File: src/rtl/mem_store_buffer_pkg.sv
`default_nettype none
// ============================================================================
// Module      : mem_store_buffer_pkg
// Description : Shared constants and types for the MIPS16 MEM-stage store
//               buffer.
//               - SB_DEPTH            : number of buffered stores
//               - DATA_MEM_ADDR_WIDTH : significant data_mem address bits;
//                                       data_mem aliases above this width
//               - SB_DATA_W           : data word width
//               - SB_PORT_ADDR_W      : width of the pipeline address buses
//               - dm_sel_e            : data_mem port mux select
// Revision    : 1.0 - initial release
// ============================================================================
package mem_store_buffer_pkg;

    localparam int SB_DEPTH            = 4;
    localparam int DATA_MEM_ADDR_WIDTH = 8;
    localparam int SB_DATA_W           = 16;
    localparam int SB_PORT_ADDR_W      = 16;

    // Owner of the data_mem port in the current cycle
    typedef enum logic [1:0] {
        DM_IDLE  = 2'd0,
        DM_LOAD  = 2'd1,
        DM_DRAIN = 2'd2
    } dm_sel_e;

endpackage : mem_store_buffer_pkg
`default_nettype wire

File: src/rtl/mem_store_buffer_fwd_match.sv
`default_nettype none
// ============================================================================
// Module      : sb_fwd_match
// Description : Combinational youngest-match select over the store buffer.
//               Entries are walked from the oldest (i_rd_ptr) toward the
//               youngest; a later match overrides an earlier one, so the
//               youngest matching valid entry wins.
// Ports       : i_valid   - per-entry valid bits
//               i_addr    - per-entry stored address (ADDR_W bits)
//               i_data    - per-entry stored data
//               i_rd_ptr  - index of the oldest entry
//               i_ld_addr - load address (ADDR_W bits)
//               o_hit     - at least one valid entry matches
//               o_data    - data of the youngest matching entry ('0 on miss)
// Revision    : 1.0 - initial release
// ============================================================================
module sb_fwd_match #(
    parameter int DEPTH  = 4,
    parameter int ADDR_W = 8,
    parameter int DATA_W = 16
) (
    input  logic [DEPTH-1:0]                     i_valid,
    input  logic [DEPTH-1:0][ADDR_W-1:0]         i_addr,
    input  logic [DEPTH-1:0][DATA_W-1:0]         i_data,
    input  logic [$clog2(DEPTH)-1:0]             i_rd_ptr,
    input  logic [ADDR_W-1:0]                    i_ld_addr,
    output logic                                 o_hit,
    output logic [DATA_W-1:0]                    o_data
);

    localparam int PTR_W = $clog2(DEPTH);

    logic [PTR_W-1:0] w_idx;

    always_comb begin
        o_hit  = 1'b0;
        o_data = '0;
        w_idx  = '0;
        // Age 0 is the oldest entry; the index wraps naturally at PTR_W bits
        for (int a = 0; a < DEPTH; a++) begin
            w_idx = i_rd_ptr + PTR_W'(a);
            if (i_valid[w_idx] && (i_addr[w_idx] == i_ld_addr)) begin
                o_hit  = 1'b1;
                o_data = i_data[w_idx];
            end
        end
    end

endmodule : sb_fwd_match
`default_nettype wire

File: src/rtl/mem_store_buffer.sv
`default_nettype none
// ============================================================================
// Module      : mem_store_buffer
// Description : Write-posting buffer between EX/MEM and data_mem.
//               Stores are queued in a DEPTH-entry FIFO and drained to
//               data_mem on cycles without a load; loads own the data_mem
//               port and see buffered stores via youngest-match forwarding.
// Ports       : clk, rst            - clock, asynchronous active-high reset
//               st_valid/addr/data  - store request
//               ld_valid/addr       - load request
//               ld_data             - load result (combinational)
//               stall               - store not accepted this cycle
//               drain_all           - drain on every non-load cycle
//               empty               - no entries buffered
//               dm_addr/wdata/we    - data_mem access port
//               dm_rdata            - data_mem combinational read data
// Revision    : 1.0 - initial release
// ============================================================================
module mem_store_buffer
    import mem_store_buffer_pkg::*;
#(
    parameter int DEPTH  = SB_DEPTH,
    parameter int ADDR_W = DATA_MEM_ADDR_WIDTH,
    parameter int DATA_W = SB_DATA_W
) (
    input  logic                        clk,
    input  logic                        rst,
    input  logic                        st_valid,
    input  logic [SB_PORT_ADDR_W-1:0]   st_addr,
    input  logic [DATA_W-1:0]           st_data,
    input  logic                        ld_valid,
    input  logic [SB_PORT_ADDR_W-1:0]   ld_addr,
    output logic [DATA_W-1:0]           ld_data,
    output logic                        stall,
    input  logic                        drain_all,
    output logic                        empty,
    output logic [SB_PORT_ADDR_W-1:0]   dm_addr,
    output logic [DATA_W-1:0]           dm_wdata,
    output logic                        dm_we,
    input  logic [DATA_W-1:0]           dm_rdata
);

    localparam int PTR_W = $clog2(DEPTH);
    localparam int CNT_W = PTR_W + 1;

    logic [PTR_W-1:0]               r_wr_ptr;
    logic [PTR_W-1:0]               r_rd_ptr;
    logic [CNT_W-1:0]               r_count;
    logic [DEPTH-1:0]               r_valid;
    logic [DEPTH-1:0][ADDR_W-1:0]   r_addr;
    logic [DEPTH-1:0][DATA_W-1:0]   r_data;

    logic                           w_full;
    logic                           w_nonempty;
    logic                           w_drain;
    logic                           w_accept;
    logic                           w_hit;
    logic [DATA_W-1:0]              w_fwd_data;
    dm_sel_e                        w_dm_sel;
    logic                           w_unused_st_hi;

    // Upper store-address bits alias away in data_mem
    assign w_unused_st_hi = ^st_addr[SB_PORT_ADDR_W-1:ADDR_W];

    assign w_full     = (r_count == CNT_W'(DEPTH));
    assign w_nonempty = (r_count != '0);

    // A load always owns the port. Otherwise drain when there is no store
    // competing, when the buffer is full (making room for the held store),
    // or when a full flush is requested.
    assign w_drain  = !ld_valid && w_nonempty && (!st_valid || w_full || drain_all);
    assign w_accept = st_valid && !ld_valid && !w_full;

    // A store colliding with a load is refused, as is one meeting a full buffer
    assign stall = st_valid && (ld_valid || w_full);
    assign empty = !w_nonempty;

    // ------------------------------------------------------------------
    // FIFO control state
    // ------------------------------------------------------------------
    always_ff @(posedge clk or posedge rst) begin
        if (rst) begin
            r_wr_ptr <= '0;
            r_rd_ptr <= '0;
            r_count  <= '0;
            r_valid  <= '0;
        end else begin
            if (w_drain) begin
                r_valid[r_rd_ptr] <= 1'b0;
                r_rd_ptr          <= r_rd_ptr + 1'b1;
            end
            // wr_ptr never equals rd_ptr while both happen (count < DEPTH, > 0)
            if (w_accept) begin
                r_valid[r_wr_ptr] <= 1'b1;
                r_wr_ptr          <= r_wr_ptr + 1'b1;
            end
            case ({w_accept, w_drain})
                2'b10:   r_count <= r_count + CNT_W'(1);
                2'b01:   r_count <= r_count - CNT_W'(1);
                default: r_count <= r_count;
            endcase
        end
    end

    // Payload storage: qualified by r_valid, so it needs no reset
    always_ff @(posedge clk) begin
        if (w_accept) begin
            r_addr[r_wr_ptr] <= st_addr[ADDR_W-1:0];
            r_data[r_wr_ptr] <= st_data;
        end
    end

    // ------------------------------------------------------------------
    // Load forwarding
    // ------------------------------------------------------------------
    sb_fwd_match #(
        .DEPTH  (DEPTH),
        .ADDR_W (ADDR_W),
        .DATA_W (DATA_W)
    ) u_fwd (
        .i_valid   (r_valid),
        .i_addr    (r_addr),
        .i_data    (r_data),
        .i_rd_ptr  (r_rd_ptr),
        .i_ld_addr (ld_addr[ADDR_W-1:0]),
        .o_hit     (w_hit),
        .o_data    (w_fwd_data)
    );

    assign ld_data = w_hit ? w_fwd_data : dm_rdata;

    // ------------------------------------------------------------------
    // data_mem port mux
    // ------------------------------------------------------------------
    always_comb begin
        w_dm_sel = DM_IDLE;
        if (ld_valid) begin
            w_dm_sel = DM_LOAD;
        end else if (w_drain) begin
            w_dm_sel = DM_DRAIN;
        end
    end

    always_comb begin
        dm_addr  = '0;
        dm_wdata = '0;
        dm_we    = 1'b0;
        case (w_dm_sel)
            DM_LOAD: begin
                dm_addr = ld_addr;
            end
            DM_DRAIN: begin
                dm_addr[ADDR_W-1:0] = r_addr[r_rd_ptr];
                dm_wdata            = r_data[r_rd_ptr];
                dm_we               = 1'b1;
            end
            default: begin
                dm_addr  = '0;
                dm_wdata = '0;
                dm_we    = 1'b0;
            end
        endcase
    end

endmodule : mem_store_buffer
`default_nettype wire

File: config.mk
export PLATFORM = sky130hd
export DESIGN_NAME = mem_store_buffer
export DESIGN_NICKNAME = d
export VERILOG_FILES = /design/src/rtl/mem_store_buffer_pkg.sv /design/src/rtl/mem_store_buffer_fwd_match.sv /design/src/rtl/mem_store_buffer.sv
export SDC_FILE = /design/constraint.sdc
export NUM_CORES = 1
export LEC_CHECK = 0
export BUFFER_PORTS_ARGS = -buffer_cell sky130_fd_sc_hd__buf_2
export CAP_MARGIN = 10
export CORE_ASPECT_RATIO = 2
export CORE_MARGIN = 1
export CORE_UTILIZATION = 45
export CTS_BUF_LIST = sky130_fd_sc_hd__clkbuf_4 sky130_fd_sc_hd__clkbuf_8 sky130_fd_sc_hd__clkbuf_16
export DETAILED_ROUTE_END_ITERATION = 10
export PLACE_DENSITY = 0.66
export SLEW_MARGIN = 10
export SYNTH_ARGS = -nofsm -noshare
export SYNTH_HDL_FRONTEND = slang
export SYNTH_SLANG_ARGS = --single-unit
export TNS_END_PERCENT = 50
File: constraint.sdc
create_clock -name clk -period 7.15 [get_ports clk]
set_clock_uncertainty 0.05 [all_clocks]
set_input_delay 1.0725 -clock clk [delete_from_list [all_inputs] [get_ports clk]]
set_output_delay 1.0725 -clock clk [all_outputs]
set_load 0.02 [all_outputs]
* After elaboration in Yosys (flattened, before gate mapping)
Cells that the tools add are included.
** Storage, ports and cells
- Register bits :: 107
- Latch bits :: 0
- Bits in writable memories :: 0
- ROM bits :: 0
- Logic and storage cells :: 109
- Memories :: 0
** Operators by class
- $add $sub $neg :: 6
- Multiply operators :: 0
- Div/mod/pow operators :: 0
- $lt $le $gt $ge :: 7
- Equality and inequality tests :: 9
- Shift-type cells :: 0
- Muxes and demuxes :: 52
- Bitwise gates (word level) :: 3
- Reductions and logical operators :: 20
** Operators by type and width (number)
- 2-to-1 mux 16 bit :: 11
- binary-select mux 16 bit (select 2 bit) :: 4
- binary-select mux 8 bit (select 2 bit) :: 4
- bitwise mux 64 bit :: 1
- 2-to-1 mux 8 bit :: 6
- bitwise mux 32 bit :: 1
- demux 16 bit (select 2 bit) :: 1
- equality test 8 bit :: 4
- demux 8 bit (select 2 bit) :: 1
- one-hot mux 8 bit (2 select lines) :: 1
- < comparator 2 x 3 -> 1 bit, second input constant :: 5
- logical AND 1 bit :: 11
- 2-to-1 mux 1 bit :: 11
- binary-select mux 1 bit (select 2 bit) :: 4
- 2-to-1 mux 4 bit :: 2
- one-hot mux 3 bit (2 select lines) :: 1
- adder 2 x 1 -> 2 bit, second input constant :: 2
- adder 2 bit, second input constant :: 2
- AND 4 bit :: 1
- demux 1 bit (select 2 bit) :: 2
- equality test 2 x 1 -> 1 bit, second input constant :: 2
- equality test 2 bit, second input constant :: 2
- >= comparator 2 x 1 -> 1 bit, second input constant :: 2
- zero test 1 bit :: 4
- 9 further kinds :: 12

* Longest topological paths before layout
- Word-level depth :: 9
- Mapped depth :: 19
- Mapped depth without buffers :: 10

* Modules after synthesis
Synthesis repeated with hierarchy kept, for this count alone.
** Unflattened totals
- Cell total of the unflattened synthesis :: 635
- Area, all modules :: 7753.7 µm²
** By module, submodules not included
- mem_store_buffer :: times used 1, cells an instance 241, area each 4576.9 µm², sequential area each 3158.0 µm²
- sb_fwd_match :: times used 1, cells an instance 394, area each 3176.8 µm², sequential area each 0.0 µm²

* Least setup slack after synthesis
Ideal clock, no wire load.
- Path type :: reg-to-output
- From :: register r_rd_ptr[0]
- To :: output ld_data[10]
- Arrival :: 4.004 ns
- Path slack :: 2.023 ns
- Stages on the path, launching flop included :: 20
- Buffers on the path :: 11
- Cells stage by stage :: dfrtp_1 > buf_6 > buf_12 > buf_12 > buf_12 > buf_6 > buf_2 > buf_2 > inv_1 > ha_1 > buf_4 > buf_4 > mux4_2 > xor2_1 > nor4_2 > and3_1 > buf_4 > buf_6 > o211ai_1 > a31oi_1
** Between the ends
- Elaborated cells between the ends (all ways) :: 44
- Classes of those cells :: add/sub (3); eq/ne (4); mux (33); reduce/logical (4)
** RTL lines
- start, declared :: line mem_store_buffer.sv:47 : logic [PTR_W-1:0] r_rd_ptr;
- start signal, assigned :: line mem_store_buffer.sv:90 : r_rd_ptr <= r_rd_ptr + 1'b1;
- adder 2 bit * :: line mem_store_buffer_fwd_match.sv:41 : w_idx = i_rd_ptr + PTR_W'(a);
- via u_fwd.w_idx[0] :: line mem_store_buffer_fwd_match.sv:33 : logic [PTR_W-1:0] w_idx;
- binary-select mux 8 bit (select 2 bit) :: line mem_store_buffer_fwd_match.sv:42 : if (i_valid[w_idx] && (i_addr[w_idx] == i_ld_addr)) begin
- 2-to-1 mux 8 bit (not written as such) :: line mem_store_buffer_fwd_match.sv:42
- equality test 8 bit :: line mem_store_buffer_fwd_match.sv:42
- logical AND 1 bit :: line mem_store_buffer_fwd_match.sv:42
- 2-to-1 mux 16 bit or 2-to-1 mux 1 bit (tied branches) :: line mem_store_buffer_fwd_match.sv:42
- 2-to-1 mux 16 bit * :: line mem_store_buffer.sv:130 : assign ld_data = w_hit ? w_fwd_data : dm_rdata;
- end, declared :: line mem_store_buffer.sv:33 : output logic [DATA_W-1:0] ld_data,
The timed path passes the listed nets; every way through them passes the cells marked *. The select of a mux whose other input is x is not followed.

* Worst setup path after layout
- From :: register r_rd_ptr[1]
- To :: output ld_data[5]
** Between the ends
- Cells in the longest elaborated chain, start to end :: 9
- Elaborated cells between the ends (all ways) :: 44
- Classes of those cells :: add/sub (3); eq/ne (4); mux (33); reduce/logical (4)
** Ends and longest elaborated chain (line)
- adder 2 x 1 -> 2 bit or binary-select mux 8 bit (select 2 bit) (tied branches) :: mem_store_buffer_fwd_match.sv:41, mem_store_buffer_fwd_match.sv:42
- binary-select mux 8 bit (select 2 bit) or 2-to-1 mux 8 bit (tied branches) :: mem_store_buffer_fwd_match.sv:42
- 2-to-1 mux 8 bit (not written as such) or equality test 8 bit (tied branches) :: mem_store_buffer_fwd_match.sv:42
- equality test 8 bit or logical AND 1 bit (tied branches) :: mem_store_buffer_fwd_match.sv:42
- logical AND 1 bit, or another cell as far along :: mem_store_buffer_fwd_match.sv:42
- 2-to-1 mux 16 bit or 2-to-1 mux 1 bit (tied branches) (3 in series) :: mem_store_buffer_fwd_match.sv:42
- 2-to-1 mux 16 bit * :: mem_store_buffer.sv:130
Every way passes the cells marked *; elsewhere a longest branch is shown, timed or not. The select of a mux whose other input is x is not followed.

==> impl_metrics.toml <==
[cts]
clock-root-buffer = "clkbuf_16"
clock-sinks = 107
clkLatencyLatePin_ps = 360
clkSlewWorstSetupHoldPaths_ps = 70
post_cts_buffers = 0
cts_tree = "yes"
cts-hold-fix-buffers = 0
clk_path_buf_depth = 2
htreeDepth = 3
cts_resized = 0
cts_inserted_buffers = 9

[final_layout]
nets = 786
syn_to_final_growth_pct = 11.6
diodes = 0
drive_gt1_frac = 0.306

[sta]
min_period_over_period = 0.789
slew_violations = 0
maxClockFrequency_mhz = 177
tns_ps = 0
layout_setup_ws_ps = 1510
rsz0062_at_grt = "false"
max_slew.worst_pin.slew_ps = 1060
setup_viol = 0
layout_min_cycle_time_ps = 5640
hold_viol_final = 0
fin_hold_ws_ps = 471
maxSlewHeadroom = 0.294

[synth]
synth_ff_type = "edfxtp_1"
yosysSeqAreaShare = 0.435
netlist_area_um2 = 7260
synth_edf_count = 96
synth-seq-cells = 107
yosys_warnings = 0
avgSynthCellArea_um2 = 11.5
synth_nets = 711
yosysUniqueCellTypes = 55
async_flop_share = 0.103
synthCells = 632

[global_routing]
grt_overflow = 0
grt_pass1_wl_mm = 29.2
met1_usage = 0.232
groute.usage.overall = 0.230
busiest_layer = "met2"
grt_pass1_vias = 5728
grt_start_max_net_pins = 73
antenna_found_initial = 0
use_met3 = 0.0377
use_met2 = 0.438

[routing]
dr.pass1.iters = 5
routed_wl_mm = 18.6
via_per_inst = 6.06
wl_per_cell_um = 20.4
drt-initial-drc-count = 419
vias = 5537
drc = 0
final_antenna_net_count = 0

[place]
routabilityCongestion = 0.855
dp_slack_ps = 1920
io_buffers = 111
dp_hpwl_mm = 12.8

[floorplanning]
start_util = 0.460
die_area_um2 = 16700
die_y_um = 182
pin_count = 120
core.rowCount = 65
die_x_um = 91.8
core-area_um2 = 15800

[outcome]
status = "complete, no violations"

[setup_path]
crit_slowest_cell = "ha_2"
endpoint_kind = "output port"
critPathMaxFanout = 55
crit_chain = "inv_1 -> ha_2 -> buf_4 -> mux2i_1 -> nor4_4 -> nand3_2 -> o2111ai_4 -> a21boi_2 -> a21oi_1 -> buf_2"
crit_path_start_kind = "flip-flop"
reg2regPathDepth = 10
path_class = "reg -> out"
cp_slowest_stage_delay_ps = 740
crit_required_ps = 6030
arrival_ps = 4520

[power_and_ir_drop]
leakage_nw = 3.05
power_mw = 3.13
power.density_nw_per_um2 = 386
vdd.ir_drop.worst_v = 0.000262

[hold_path]
hold_path_depth = 1
hold_class = "reg -> reg"

[run]
maxCapViolCount = 0
[per-stage QoR]
step	std cells	cell area, µm²	util
2_1_floorplan	632	7260	-
3_3_place_gp	896	7790	0.494
3_5_place_dp	896	7790	0.494
4_1_cts	912	8090	0.513
5_1_grt	913	8100	0.514
6_report	913	8100	0.514
[cells in the mapped netlist (12+ instances only)]
cell | count | share of area
nor2_1 | 61 | 0.032
xor2_1 | 18 | 0.022
xnor2_1 | 18 | 0.022
mux2_2 | 40 | 0.062
a31oi_1 | 13 | 0.011
o21ai_0 | 47 | 0.032
buf_2 | 12 | 0.0083
a21oi_1 | 33 | 0.023
nor4_1 | 16 | 0.014
o211ai_1 | 13 | 0.013
inv_1 | 13 | 0.0067
mux2i_1 | 41 | 0.057
mux4_2 | 28 | 0.087
edfxtp_1 | 96 | 0.40
clkbuf_1 | 23 | 0.012
o21bai_1 | 13 | 0.013
nand2_1 | 42 | 0.022
[worst max-delay path: cells and delay by family, from the launching register on]
family	cells	cell delay, ps
buf+inv	3	930
compound gates	3	1140
simple gates	2	380
flops	1	610
mux	1	350
fa+ha+maj	1	740
[placed cells by master, fill, tap and decap left out, types with 2 or more instances in the layout]
| master | count |
|---|---|
| o221ai_1 | 2 |
| o21ai_1 | 3 |
| a21boi_0 | 2 |
| nor2_1 | 61 |
| nand2_1 | 42 |
| or3_1 | 2 |
| nor4_2 | 2 |
| nor4_1 | 16 |
| and3_1 | 2 |
| inv_6 | 2 |
| xor2_1 | 18 |
| and2_1 | 9 |
| nand3_2 | 2 |
| a21oi_1 | 33 |
| o21bai_1 | 13 |
| dfrtp_1 | 9 |
| inv_1 | 13 |
| a22o_1 | 8 |
| nand3_1 | 2 |
| o211ai_1 | 13 |
| o21ai_0 | 47 |
| mux4_1 | 3 |
| a31oi_1 | 13 |
| nor3_1 | 2 |
| mux2_2 | 40 |
| and3_2 | 4 |
| ha_1 | 8 |
| buf_4 | 6 |
| buf_2 | 111 |
| mux4_2 | 28 |
| clkbuf_16 | 9 |
| edfxtp_1 | 96 |
| xnor2_1 | 18 |
| clkinvlp_4 | 3 |
| o31ai_1 | 3 |
| mux2i_1 | 41 |
| a21o_1 | 4 |
[where the power goes]
group	switching [mW]	internal (mW)	total, mW	leakage [nW]
Sequential	0.0743	0.780	0.854	1.00
Combinational	1.05	0.722	1.77	1.91
Clock	0.227	0.273	0.500	0.138
Total	1.35	1.78	3.13	3.05
[sequential cells by signal, summed over array words and instances (netlist names)]
name and cells:
r_addr 32, r_count 3, r_data 64, r_rd_ptr 2, r_valid 4, r_wr_ptr 2
[per-layer routing]
layer / vias to the layer above / wire length, µm
li1: 2535 / -
met1: 2749 / 6640
met2: 207 / 10500
met3: 46 / 867
met4: 0 / 605
met5: - / 0
[cells by family (layout without fill, tap and decap cells)]
kind of cell / count (synthesis) / after routing / share of synthesized area
AOI/OAI and AO/OA: 146 / 146 / 0.125
xor gates and xnor gates: 36 / 36 / 0.0434
adders and majority gates: 10 / 10 / 0.0183
buffers and inverters: 67 / 147 / 0.0531
DFF: 107 / 107 / 0.435
muxes: 113 / 113 / 0.220
and+or+nand+nor: 153 / 153 / 0.106
[cell type report]
| type | count | area (µm²) |
|---|---|---|
| multi-input combinational | 458 | 3730 |
| clock buffer | 9 | 225 |
| timing repair buffer | 118 | 613 |
| fill | 1419 | 7670 |
| inverter | 13 | 48.8 |
| tap | 201 | 251 |
| clock inverter | 7 | 75.1 |
| sequential | 107 | 3160 |
[path summary, 6_finish.rpt]
kind / from / to / slack (ps)
worst min-delay path: r_count[2] / r_count[2] / 470
worst max-delay path: r_rd_ptr[1] / ld_data[5] / 1510
worst max register to register: r_count[0] / r_count[2] / 3920
worst min register to register: r_count[2] / r_count[2] / 470
min in group asynchronous: rst / r_count[2] / 680
max in group asynchronous: rst / r_rd_ptr[0] / 5990
Power figures use the tool's default switching activity.
